===== src/rtl/exu_seq_ctrl_if.sv =====
// Bundle of the sequencer's IFU/EXU/LSU/status signals.
//   master : the sequencer (drives ifu_req, ir, pc, rf_wen, lsu_req, lsu_we, halt, err)
//   slave  : the surrounding datapath / sim top (drives ifu_valid, ifu_inst, dnpc, lsu_done)
// Optional performance counters (cycle_cnt, instret_cnt) exist only when
// EXU_SEQ_PERF_CNT_EN is defined.
interface exu_seq_ctrl_if #(
    parameter int unsigned XLEN = 64
);
    logic            ifu_req;
    logic            ifu_valid;
    logic [31:0]     ifu_inst;
    logic [31:0]     ir;
    logic [XLEN-1:0] pc;
    logic [XLEN-1:0] dnpc;
    logic            rf_wen;
    logic            lsu_req;
    logic            lsu_we;
    logic            lsu_done;
    logic            halt;
    logic            err;
`ifdef EXU_SEQ_PERF_CNT_EN
    logic [63:0]     cycle_cnt;
    logic [63:0]     instret_cnt;

    modport master (
        output ifu_req, ir, pc, rf_wen, lsu_req, lsu_we, halt, err, cycle_cnt, instret_cnt,
        input  ifu_valid, ifu_inst, dnpc, lsu_done
    );
    modport slave (
        input  ifu_req, ir, pc, rf_wen, lsu_req, lsu_we, halt, err, cycle_cnt, instret_cnt,
        output ifu_valid, ifu_inst, dnpc, lsu_done
    );
`else
    modport master (
        output ifu_req, ir, pc, rf_wen, lsu_req, lsu_we, halt, err,
        input  ifu_valid, ifu_inst, dnpc, lsu_done
    );
    modport slave (
        input  ifu_req, ir, pc, rf_wen, lsu_req, lsu_we, halt, err,
        output ifu_valid, ifu_inst, dnpc, lsu_done
    );
`endif
endinterface


===== src/rtl/exu_seq_ctrl.sv =====
// Multi-cycle sequencer for the RV64 EXU/register-file datapath.
// Fetches one instruction per iteration, steps through EXEC / MEM / WB, owns the PC and the
// GPR write enable, and halts on ebreak (err=0) or on an LSU timeout (err=1).
// Ports:
//   clk   : rising-edge clock
//   rst_n : asynchronous active-low reset
//   bus   : exu_seq_ctrl_if.master (IFU handshake, ir/pc/dnpc, rf_wen, LSU handshake, halt/err)
// All outputs are registers; there is no input-to-output combinational path.
// Define EXU_SEQ_PERF_CNT_EN to add cycle_cnt / instret_cnt performance counters.
module exu_seq_ctrl #(
    parameter int unsigned     XLEN        = 64,
    parameter logic [XLEN-1:0] RESET_PC    = 64'h8000_0000,
    parameter int unsigned     TO_W        = 8,
    parameter logic [TO_W-1:0] MEM_TIMEOUT = 8'd255
) (
    input logic            clk,
    input logic            rst_n,
    exu_seq_ctrl_if.master bus
);

    localparam logic [6:0]  OPC_LOAD   = 7'b0000011;
    localparam logic [6:0]  OPC_STORE  = 7'b0100011;
    localparam logic [6:0]  OPC_BRANCH = 7'b1100011;
    localparam logic [31:0] EBREAK     = 32'h0010_0073;

    typedef enum logic [2:0] {StIdle, StFetch, StExec, StMem, StWb, StHalt} state_e;

    state_e          state_q;
    logic [TO_W-1:0] to_cnt_q;
    logic [XLEN-1:0] pc_q;
    logic [31:0]     ir_q;
    logic            ifu_req_q;
    logic            rf_wen_q;
    logic            lsu_req_q;
    logic            lsu_we_q;
    logic            halt_q;
    logic            err_q;

    logic is_load;
    logic is_store;
    logic is_ebreak;
    logic wb_wen;

    assign is_load   = (ir_q[6:0] == OPC_LOAD);
    assign is_store  = (ir_q[6:0] == OPC_STORE);
    assign is_ebreak = (ir_q == EBREAK);
    // rd==x0 never writes; store/branch encode immediate bits in [11:7], not rd
    assign wb_wen    = (ir_q[11:7] != 5'd0) && !is_store && (ir_q[6:0] != OPC_BRANCH);

    // Outputs are registered alongside the state transition so they always
    // reflect the state being entered.
    always_ff @(posedge clk or negedge rst_n) begin
        if (!rst_n) begin
            state_q   <= StIdle;
            to_cnt_q  <= '0;
            pc_q      <= RESET_PC;
            ir_q      <= '0;
            ifu_req_q <= 1'b0;
            rf_wen_q  <= 1'b0;
            lsu_req_q <= 1'b0;
            lsu_we_q  <= 1'b0;
            halt_q    <= 1'b0;
            err_q     <= 1'b0;
        end else begin
            unique case (state_q)
                StIdle: begin
                    state_q   <= StFetch;
                    ifu_req_q <= 1'b1;
                end
                StFetch: begin
                    if (bus.ifu_valid) begin
                        ir_q      <= bus.ifu_inst;
                        ifu_req_q <= 1'b0;
                        state_q   <= StExec;
                    end
                end
                StExec: begin
                    if (is_ebreak) begin
                        state_q <= StHalt;
                        halt_q  <= 1'b1;
                        err_q   <= 1'b0;
                    end else if (is_load || is_store) begin
                        state_q   <= StMem;
                        lsu_req_q <= 1'b1;
                        lsu_we_q  <= is_store;
                    end else begin
                        state_q  <= StWb;
                        rf_wen_q <= wb_wen;
                    end
                end
                StMem: begin
                    // lsu_done takes priority over the timeout on the same cycle
                    if (bus.lsu_done) begin
                        lsu_req_q <= 1'b0;
                        lsu_we_q  <= 1'b0;
                        to_cnt_q  <= '0;
                        if (is_store) begin
                            pc_q      <= bus.dnpc;
                            ifu_req_q <= 1'b1;
                            state_q   <= StFetch;
                        end else begin
                            rf_wen_q <= wb_wen;
                            state_q  <= StWb;
                        end
                    end else if (to_cnt_q == MEM_TIMEOUT) begin
                        lsu_req_q <= 1'b0;
                        lsu_we_q  <= 1'b0;
                        to_cnt_q  <= '0;
                        halt_q    <= 1'b1;
                        err_q     <= 1'b1;
                        state_q   <= StHalt;
                    end else begin
                        to_cnt_q <= to_cnt_q + TO_W'(1);
                    end
                end
                StWb: begin
                    rf_wen_q  <= 1'b0;
                    pc_q      <= bus.dnpc;
                    ifu_req_q <= 1'b1;
                    state_q   <= StFetch;
                end
                StHalt: begin
                    // absorbing; only rst_n leaves
                end
                default: begin
                    state_q <= StIdle;
                end
            endcase
        end
    end

    assign bus.ifu_req = ifu_req_q;
    assign bus.ir      = ir_q;
    assign bus.pc      = pc_q;
    assign bus.rf_wen  = rf_wen_q;
    assign bus.lsu_req = lsu_req_q;
    assign bus.lsu_we  = lsu_we_q;
    assign bus.halt    = halt_q;
    assign bus.err     = err_q;

`ifdef EXU_SEQ_PERF_CNT_EN
    logic [63:0] cycle_cnt_q;
    logic [63:0] instret_cnt_q;

    always_ff @(posedge clk or negedge rst_n) begin
        if (!rst_n) begin
            cycle_cnt_q   <= '0;
            instret_cnt_q <= '0;
        end else begin
            if (state_q != StIdle && state_q != StHalt) begin
                cycle_cnt_q <= cycle_cnt_q + 64'd1;
            end
            // retire on WB or on store completion, including rd==x0
            if (state_q == StWb || (state_q == StMem && bus.lsu_done && is_store)) begin
                instret_cnt_q <= instret_cnt_q + 64'd1;
            end
        end
    end

    assign bus.cycle_cnt   = cycle_cnt_q;
    assign bus.instret_cnt = instret_cnt_q;
`endif

endmodule

===== src/flat_wrapper.sv =====
// flat-port wrapper written by rule: the top's interface ports become plain ports
module exu_seq_ctrl_flat 
#(
    parameter int unsigned     XLEN        = 64,
    parameter logic [XLEN-1:0] RESET_PC    = 64'h8000_0000,
    parameter int unsigned     TO_W        = 8,
    parameter logic [TO_W-1:0] MEM_TIMEOUT = 8'd255
)
  (clk, rst_n, bus_ifu_req, bus_ir, bus_pc, bus_rf_wen, bus_lsu_req, bus_lsu_we, bus_halt, bus_err, bus_ifu_valid, bus_ifu_inst, bus_dnpc, bus_lsu_done);
  exu_seq_ctrl_if #(.XLEN(XLEN)) bus_i ();
  input logic clk;
  input logic rst_n;
  output wire logic [$bits(bus_i.ifu_req)-1:0] bus_ifu_req;
  output wire logic [$bits(bus_i.ir)-1:0] bus_ir;
  output wire logic [$bits(bus_i.pc)-1:0] bus_pc;
  output wire logic [$bits(bus_i.rf_wen)-1:0] bus_rf_wen;
  output wire logic [$bits(bus_i.lsu_req)-1:0] bus_lsu_req;
  output wire logic [$bits(bus_i.lsu_we)-1:0] bus_lsu_we;
  output wire logic [$bits(bus_i.halt)-1:0] bus_halt;
  output wire logic [$bits(bus_i.err)-1:0] bus_err;
  input wire logic [$bits(bus_i.ifu_valid)-1:0] bus_ifu_valid;
  input wire logic [$bits(bus_i.ifu_inst)-1:0] bus_ifu_inst;
  input wire logic [$bits(bus_i.dnpc)-1:0] bus_dnpc;
  input wire logic [$bits(bus_i.lsu_done)-1:0] bus_lsu_done;
  assign bus_ifu_req = bus_i.ifu_req;
  assign bus_ir = bus_i.ir;
  assign bus_pc = bus_i.pc;
  assign bus_rf_wen = bus_i.rf_wen;
  assign bus_lsu_req = bus_i.lsu_req;
  assign bus_lsu_we = bus_i.lsu_we;
  assign bus_halt = bus_i.halt;
  assign bus_err = bus_i.err;
  assign bus_i.ifu_valid = bus_ifu_valid;
  assign bus_i.ifu_inst = bus_ifu_inst;
  assign bus_i.dnpc = bus_dnpc;
  assign bus_i.lsu_done = bus_lsu_done;
  exu_seq_ctrl #(.XLEN(XLEN), .RESET_PC(RESET_PC), .TO_W(TO_W), .MEM_TIMEOUT(MEM_TIMEOUT)) u_core (.clk(clk), .rst_n(rst_n), .bus(bus_i));
endmodule

===== config.mk =====
export PLATFORM = sky130hd
export DESIGN_NAME = exu_seq_ctrl_flat
export DESIGN_NICKNAME = d
export VERILOG_FILES = /design/src/rtl/exu_seq_ctrl_if.sv /design/src/rtl/exu_seq_ctrl.sv /design/src/flat_wrapper.sv
export SDC_FILE = /design/constraint.sdc
export NUM_CORES = 1
export LEC_CHECK = 0
export BUFFER_PORTS_ARGS = -buffer_cell sky130_fd_sc_hd__buf_2
export CORE_UTILIZATION = 45
export DETAILED_ROUTE_END_ITERATION = 6
export PLACE_DENSITY = 0.77
export SYNTH_ARGS = -nofsm -noshare
export SYNTH_HDL_FRONTEND = slang
export SYNTH_SLANG_ARGS = --single-unit

===== constraint.sdc =====
create_clock -name clk -period 2.1 [get_ports clk]
set_input_delay 0.21 -clock clk [delete_from_list [all_inputs] [get_ports clk]]
set_output_delay 0.21 -clock clk [all_outputs]
set_load 0.005 [all_outputs]

### After elaboration in Yosys (flattened, before gate mapping)

Index checks and enable logic that the tools add are counted.
W data, S select, Z words.

* muxes and demuxes: 35
* reductions and logical operators: 18
* equal/unequal tests: 21
* bitwise operators: 1
* add/sub/neg operators: 1

Operators with widths (number)
* $mux W64: 2
* $pmux W64 S2: 1
* $eq A32 B21 Y1 const B: 1
* $mux W3: 6
* $mux W1: 17
* $mux W8: 2
* $pmux W3 S5: 1
* $ne A2 B2 Y1 const B: 6
* $reduce_and A4 Y1: 3
* $add A8 B1 Y8 const B: 1
* $eq A8 B8 Y1 const B: 1
* $ne A2 B1 Y1 const B: 4
* $pmux W1 S2: 4
* $eq A7 B2 Y1 const B: 1
* $eq A7 B6 Y1 const B: 1
* $ne A7 B7 Y1 const B: 1
* $eq A3 B2 Y1 const B: 2
* $eq A3 B3 Y1 const B: 2
* $pmux W1 S3: 2
* $reduce_and A3 Y1: 2
* $reduce_bool A3 Y1: 2
* $reduce_and A5 Y1: 1
* $reduce_bool A5 Y1: 1
* $reduce_bool A2 Y1: 2
* other kinds (9): 10

* register bits: 113
* logic and storage cells: 86

### Longest topological paths before layout

Gate-level depths: netlist (run 1).

* depth after elaboration: 7
* gate-level depth with buffers: 6
* depth with buffers taken out: 6

### Worst setup path before layout (run 1)

OpenSTA, ideal clock, no wires.

* path type: reg-to-reg
* start: register u_core.ir_q[4], in the netlist u_core.bus.ir[4]
* end: register u_core.pc_q[13], in the netlist u_core.bus.pc[13]
* clock period less this slack: 1.930 ns
* arrival: 1.805 ns
* data required time: 1.975 ns
* library setup time: 0.125 ns
* cell stages (with the launch flop): 7
* setup slack: 0.170 ns
* path buffers: 1
* cells stage by stage: dfrtp_1 > or3b_1 > nor2_1 > nand4_1 > nand2_2 > buf_6 > mux2_2

* cells in the longest elaborated chain, start to end: 3

Ends and longest elaborated chain
* from (decl): RTL line exu_seq_ctrl.sv:31 `logic [31:0] ir_q;`
* from (signal assigned): RTL line exu_seq_ctrl.sv:72 `ir_q <= bus.ifu_inst;`
* $eq A7 B6 Y1: RTL line exu_seq_ctrl.sv:45 `assign is_store = (ir_q[6:0] == OPC_STORE);`
* $ne A2 B1 Y1 (no line)
* $reduce_and A3 Y1 (no line)
* to (signal assigned): RTL line exu_seq_ctrl.sv:98 `pc_q <= bus.dnpc;`
* to (signal assigned): RTL line exu_seq_ctrl.sv:118 `pc_q <= bus.dnpc;`
* to (decl): RTL line exu_seq_ctrl.sv:30 `logic [XLEN-1:0] pc_q;`

Every way passes these cells.
A chain may end at the register's enable or synchronous reset.

### Final worst setup path (run 1)

* start: register u_core.ir_q[4], in the netlist u_core.bus.ir[4]
* end: register u_core.pc_q[30], in the netlist u_core.bus.pc[30]

The elaborated chain is that of the path after synthesis.

==> results of run 1 <==
[per-stage QoR]
stage               area, µm²  power, W  cells  setup slack [ns]   util
floorplan                4590   0.00579    320             0.170      -
CTS                      7350    0.0102    787            0.0245  0.749
global placement         5840   0.00724    657            0.0817  0.595
detailed placement       5840   0.00743    657            0.0609  0.595
global route             7360    0.0109    787            0.0265  0.750
finish                   7360    0.0103    787            0.0809  0.750
[worst register-to-register path: cells and delay by family, from the launching register on]
kind	cells	cell delay [ns]
buffers and inverters	1	0.20
DFF	1	0.42
muxes	1	0.39
and+or+nand+nor	4	0.88
[cell families (layout without fill, tap and decap cells)]
family                   after synthesis  after routing  synth area share
adder cells (fa/ha/maj)                1              1           0.00273
XOR/XNOR                               1              1           0.00191
AND/OR/NAND/NOR                       65             65            0.0797
AO/OA/AOI/OAI                         30             30            0.0415
buffers and inverters                 15            349            0.0240
flip-flops                           113            113             0.617
multiplexers                          95             95             0.233
[cells in the final DEF (no fill, tap or decap), types with 2 or more instances in the layout]
cell type	count
buf_12	5
a31oi_1	2
a21oi_1	2
inv_1	4
clkinvlp_4	5
clkinv_2	4
mux2_2	90
dlygate4sd3_1	98
nand4_1	2
clkbuf_1	2
dfrtp_1	112
nand3_1	3
nor4_1	4
nor3b_1	2
mux2_1	5
inv_6	2
buf_2	200
nand2_1	23
o21ai_0	17
buf_4	10
clkbuf_16	16
nor3_1	5
nor2_1	7
and3_1	4
[routing by layer]
metal | global-route usage | part of all wire | routed length (µm)
met5 | 0 | 0 | 0
met1 | 0.291 | 0.38 | 5150
met3 | 0.0732 | 0.054 | 738
met2 | 0.477 | 0.54 | 7440
met4 | 0.113 | 0.025 | 344
[how the worst max path moves through the flow]
stage	depth (start not counted)	start	end
final	6	u_core.bus.ir[4]	u_core.bus.pc[30]
after global routing	6	u_core.bus.ir[4]	u_core.bus.pc[30]
after CTS	5	u_core.bus.ir[18]	u_core.bus.rf_wen
after detailed placement	5	u_core.bus.ir[18]	u_core.bus.rf_wen
after global placement	5	u_core.bus.ir[18]	u_core.bus.rf_wen
after floorplan	6	u_core.bus.ir[4]	u_core.bus.pc[13]
[cells in the mapped netlist]
cell type  count  area, µm²
nor3_1         6       30.0
nor4_1         4       25.0
buf_2          4       20.0
and3_1         4       25.0
o31ai_1        1       7.51
or3_1          1       6.26
a31oi_1        2       12.5
or4_1          1       7.51
mux2_2        90       1010
nand2_1       23       86.3
and3b_1        1       8.76
a41o_1         1       10.0
buf_4          1       7.51
dfstp_2        1       26.3
nand2_2        1       6.26
inv_1          4       15.0
or2_1          1       6.26
a41oi_1        1       8.76
a221o_1        1       10.0
o21ai_0       17       85.1
dfrtp_1      112       2800
nor4b_1        1       8.76
and3_4         1       11.3
nand4_1        2       12.5
or3b_1         1       8.76
nand3_1        3       15.0
nor3b_1        2       15.0
mux2_1         5       56.3
o211ai_1       1       7.51
a21oi_1        2       10.0
nor2b_1        1       6.26
nor2_1         8       30.0
nand3b_1       1       7.51
a311oi_2       1       15.0
o311ai_1       1       8.76
nand4bb_4      1       27.5
o22ai_1        1       6.26
a22o_1         1       8.76
or4_4          1       11.3
xnor2_1        1       8.76
buf_6          6       67.6
ha_1           1       12.5
nor4bb_1       1       10.0
[registers in the layout, summed over array words and instances, names as in the netlist]
signal              flops
u_core.bus.rf_wen       1
u_core.to_cnt_q         8
u_core.state_q          3
u_core.bus.lsu_req      1
u_core.bus.pc          64
u_core.bus.ir          32
u_core.bus.err          1
u_core.bus.halt         1
u_core.bus.ifu_req      1
u_core.bus.lsu_we       1
[report_power, final]
part	switching [W]	total, W	internal, W
combinational	0.00155	0.00370	0.00215
sequential	0.000767	0.00403	0.00327
clock	0.00102	0.00258	0.00156
total	0.00333	0.0103	0.00698
[final cells by class]
class | instances | area share
timing repair buffer | 313 | 0.293
multi-input combinational | 192 | 0.225
clock inverter | 13 | 0.0155
tap | 133 | 0.0226
inverter | 4 | 0.00204
clock buffer | 19 | 0.0573
sequential | 113 | 0.384
[repair_timing]
action                                  CTS  global route
resized for setup                         0             2
hold buffers                             98             0
buffers inserted                          0             0
endpoints found under the hold margin   141             0
endpoints found under the setup margin    0             7
==> qor.yml, run 1 <==
drt:
  routed_via_density: 4.97
  drtIter0Drc: 200
  postRouteWirelength_um: 13700
  drcViolationCount: 0
  vias: 3912
  ant_nets: 0
  avgRoutedWirePerCell_um: 17.4
  drt_first_pass_iters: 4
min_path:
  worstHoldPathCells: 4
  hp-start: "bus_ifu_valid"
  hold_class: "input pin to flop"
  hold_end: "u_core.state_q[0]"
grt:
  grt_pass1_vias: 4149
  grt_pass1_wl_um: 20500
  grt_overflow: 0
  grt_use_total: 0.264
  grt_max_degree: 53
  antenna_found_initial: 0
clock_network:
  clk_pin_slew_ns: 0.06
  htree_levels: 4
  cts_tree: "done"
  cts_root_buf: "clkbuf_8"
  clkLatencyLatePin_ns: 0.51
  cts_sinks: 113
  clockBufferDepth: 2
  cts_buffers: 17
pwr:
  p_per_area_mw_per_mm2: 1400
  ir_drop_uv: 833
  p_leak_nw: 3.45
synthesis:
  ys_seq_area_frac: 0.617
  syn-instance-count: 320
  synth.avg_cell_area_um2: 14.3
  synth-seq-cells: 113
  syn_nets: 421
  synth_area_mm2: 0.00459
  synth_cell_types: 43
  yosys_warnings: 0
critical_path:
  worst_setup_path_end_kind: "flop"
  worst_ep_required_time_ns: 2.48
  critical-path-top-delay-family: "simple AND/OR/NAND/NOR gates"
  critPathMaxFanout: 25
  crit_arrival_ns: 2.40
  timing.critical_path.buf_inv: 1
  crit_chain: "or3b_1, nor2_2, nand4_1, nand2_4, buf_12, mux2_2"
  rr_endpoint: "u_core.bus.pc[30]"
  reg2reg_from: "u_core.bus.ir[4]"
  r2r_slack_ns: 0.08
  start_kind: "flop"
  criticalPathCategory: "flop to flop"
  crit_slowest_cell: "or3b_1"
  reg2regPathDepth: 6
  max_stage_delay_ns: 0.43
layout:
  layout.area.seq_mm2: 0.00283
  syn2layout_area_growth_pct: 60.5
  multiInputGateArea_mm2: 0.00166
  n_antenna_cell: 0
  fillers: 622
  drive_gt1_frac: 0.524
  fin_nets: 742
run_status:
  status: "completed"
sta:
  tightest_slew_ns: 0.625
  whs_ns: 0.126
  final_max_slew_viol_count: 0
  hold_viol_final: 0
  max_slew_margin: 0.583
  fmax_mhz: 495
  period_needed_ns: 2.02
  rsz0062_at_grt: "false"
  setup_violations: 0
  fin_crit_sh: 0.961
  finalClockSkew_ns: 0.00896
  finalSetupTns_ns: 0
placement:
  place_congestion: 0.870
  dp_hpwl_um: 8020
  io_buffers: 201
floorplanning:
  rows: 36
  initial_utilization: 0.467
  chipHeight_um: 103
  ios: 202
  die_w_um: 103
  core-area_mm2: 0.00982
  dieArea_mm2: 0.0106
job:
  max_cap_viol_count: 0
No activity file was read; power rests on OpenSTA's default activity.
==> run 2: changes to the inputs <==
--- a/config.mk
+++ b/config.mk
@@ -7,6 +7,7 @@
 export LEC_CHECK = 0
 export BUFFER_PORTS_ARGS = -buffer_cell sky130_fd_sc_hd__buf_2
 export CORE_UTILIZATION = 45
+export CTS_BUF_LIST = sky130_fd_sc_hd__clkbuf_4
 export DETAILED_ROUTE_END_ITERATION = 6
 export PLACE_DENSITY = 0.77
 export SYNTH_ARGS = -nofsm -noshare
==> qor.yml, run 2 (synthesis gave the netlist of run 1 again) <==
sta:
  tightest_slew_ns: 0.607  # -0.0177 ns
  rsz0062_at_grt: "false"
  fmax_mhz: 504  # +1.7%
  final_max_slew_viol_count: 0  # unchanged
  max_slew_margin: 0.595  # +0.0118
  period_needed_ns: 1.99  # -0.0334 ns
  hold_viol_final: 0  # unchanged
  finalWorstSetupSlack_ns: 0.114  # +0.0334 ns
  finalSetupTns_ns: 0  # unchanged
  finalClockSkew_ns: 0.0165  # +0.00754 ns
  fin_crit_sh: 0.946  # -0.0159
  setup_violations: 0  # unchanged
grt:
  antenna_found_initial: 0  # unchanged
  grt_overflow: 0  # unchanged
  grt_use_total: 0.259  # -0.00467
  grt_pass1_vias: 4114  # -0.84%
  grt_max_degree: 53  # unchanged
  grt_pass1_wl_um: 20200  # -1.2%
layout:
  syn2layout_area_growth_pct: 54.7
  final_cells: 788  # +0.13%
  fin_nets: 742  # unchanged
  final_cell_mix: "buf_2, dfrtp_1, dlygate4sd3_1"
  fin_area_mm2: 0.00709  # -3.7%
  largest_reg_flops: 64  # unchanged
  final_common_cell: "buf_2"
  drive_gt1_frac: 0.529  # +0.00459
critical_path:
  start_kind: "flop"
  criticalPathCategory: "flop to flop"
  worst_setup_path_end_kind: "flop"
  max_stage_delay_ns: 0.44  # about the same
  crit_slowest_cell: "dfrtp_1"
  worst_ep_required_time_ns: 2.52  # +0.04 ns
  crit_chain: "or3b_1, nor2_2, nand4_1, nand2_4, buf_12, mux2_2"
  critPathMaxFanout: 25  # unchanged
  crit_arrival_ns: 2.40  # about the same
floorplanning:
  die_w_um: 103  # unchanged
  chipHeight_um: 103  # unchanged
  dieArea_mm2: 0.0106  # unchanged
  initial_utilization: 0.467  # unchanged
  ios: 202  # unchanged
  core-area_mm2: 0.00982  # unchanged
  rows: 36  # unchanged
clock_network:
  postCtsSetupBuffers: 0  # unchanged
  cts_sinks: 113  # unchanged
  htree_levels: 4  # unchanged
  cts_root_buf: "clkbuf_4"
  clk_pin_slew_ns: 0.11  # +0.05 ns
  clockBufferDepth: 2  # unchanged
  cts_buffers: 17  # unchanged
  cts_tree: "done"
  clkLatencyLatePin_ns: 0.53  # +0.02 ns
job:
  max_cap_viol_count: 0  # unchanged
pwr:
  ir_drop_uv: 743  # -11%
  p_per_area_mw_per_mm2: 1290  # -7.6%
  power.total_w: 0.00918  # -11%
  p_leak_nw: 3.34  # -3.4%
drt:
  postRouteWirelength_um: 13500  # -1.3%
  drtIter0Drc: 216  # +8.0%
  routed_via_density: 4.99  # +0.38%
  ant_nets: 0  # unchanged
  drcViolationCount: 0  # unchanged
  avgRoutedWirePerCell_um: 17.1  # -1.4%
  vias: 3932  # +0.51%
  drt_first_pass_iters: 4  # unchanged
min_path:
  hold_class: "input pin to flop"
placement:
  place_area_mm2: 0.00584  # unchanged
  io_buffers: 201  # unchanged
  dp_hpwl_um: 8020  # unchanged
  place_congestion: 0.870  # unchanged
  post-place-ws_ns: 0.0609  # unchanged
  placed_cells: 657  # unchanged
run_status:
  status: "completed"
-- run 2: cell types whose count changed in the layout (fill, tap and decap cells not counted), sizes merged --
cell / delta
diode: +1
-- run 2: layout make-up --
cell class              instances  area [µm²]
inverters                       4        15.0
diodes                          1        2.50
repair buffers                313        2160
clock buffers                  19         143
multi-input cells             192        1670
well taps                     133         166
fillers                       637        2730
clock inverters                13         114
flip-flops and latches        113        2830
-- run 2: path summary, 6_finish.rpt --
check / startpoint / end / slack [ns] / depth (start not counted)
min in group asynchronous: rst_n / u_core.bus.pc[29] / 0.24 / 2
max reg2reg: u_core.bus.ir[4] / u_core.bus.pc[27] / 0.11 / 6
min: bus_ifu_valid / u_core.state_q[0] / 0.1 / 4
max: u_core.bus.ir[4] / u_core.bus.pc[27] / 0.11 / 6
max in group asynchronous: rst_n / u_core.bus.pc[38] / 1.15 / 3
min reg2reg: u_core.bus.halt / u_core.bus.halt / 0.48 / 1
-- run 2: what timing repair did --
action                                  4_1_cts  5_1_grt
hold buffers                                 98        0
resized for setup                             0        3
endpoints found under the setup margin        0        6
hold endpoints to repair                    141        0
-- run 2: metrics by stage --
step | utilization | hold WS (ns)
global route | 0.722 | 0.0942
detailed placement | 0.595 | 0.260
global placement | 0.595 | 0.261
CTS | 0.721 | 0.0530
floorplan | - | -0.0856
finish | 0.722 | 0.0977
-- run 2: per-layer routing --
| metal | GRT usage | wire (µm) | vias up |
|---|---|---|---|
| li1 | - | - | 1812 |
| met1 | 0.286 | 4970 | 1913 |
| met2 | 0.459 | 7260 | 171 |
| met3 | 0.0725 | 861 | 36 |
| met4 | 0.129 | 398 | 0 |
| met5 | 0 | 0 | - |
-- run 2: power breakdown --
group | internal [W] | switching, W | total, W
sequential | 0.00325 | 0.000748 | 0.00400
combinational | 0.00215 | 0.00152 | 0.00368
clock | 0.000611 | 0.000891 | 0.00150
-- run 2: critical path, delay by kind of cell (launching register included) --
kind | cells | cell delay, ns
AND/OR/NAND/NOR | 4 | 0.87
flip-flops | 1 | 0.44
multiplexers | 1 | 0.37
buffers and inverters | 1 | 0.20
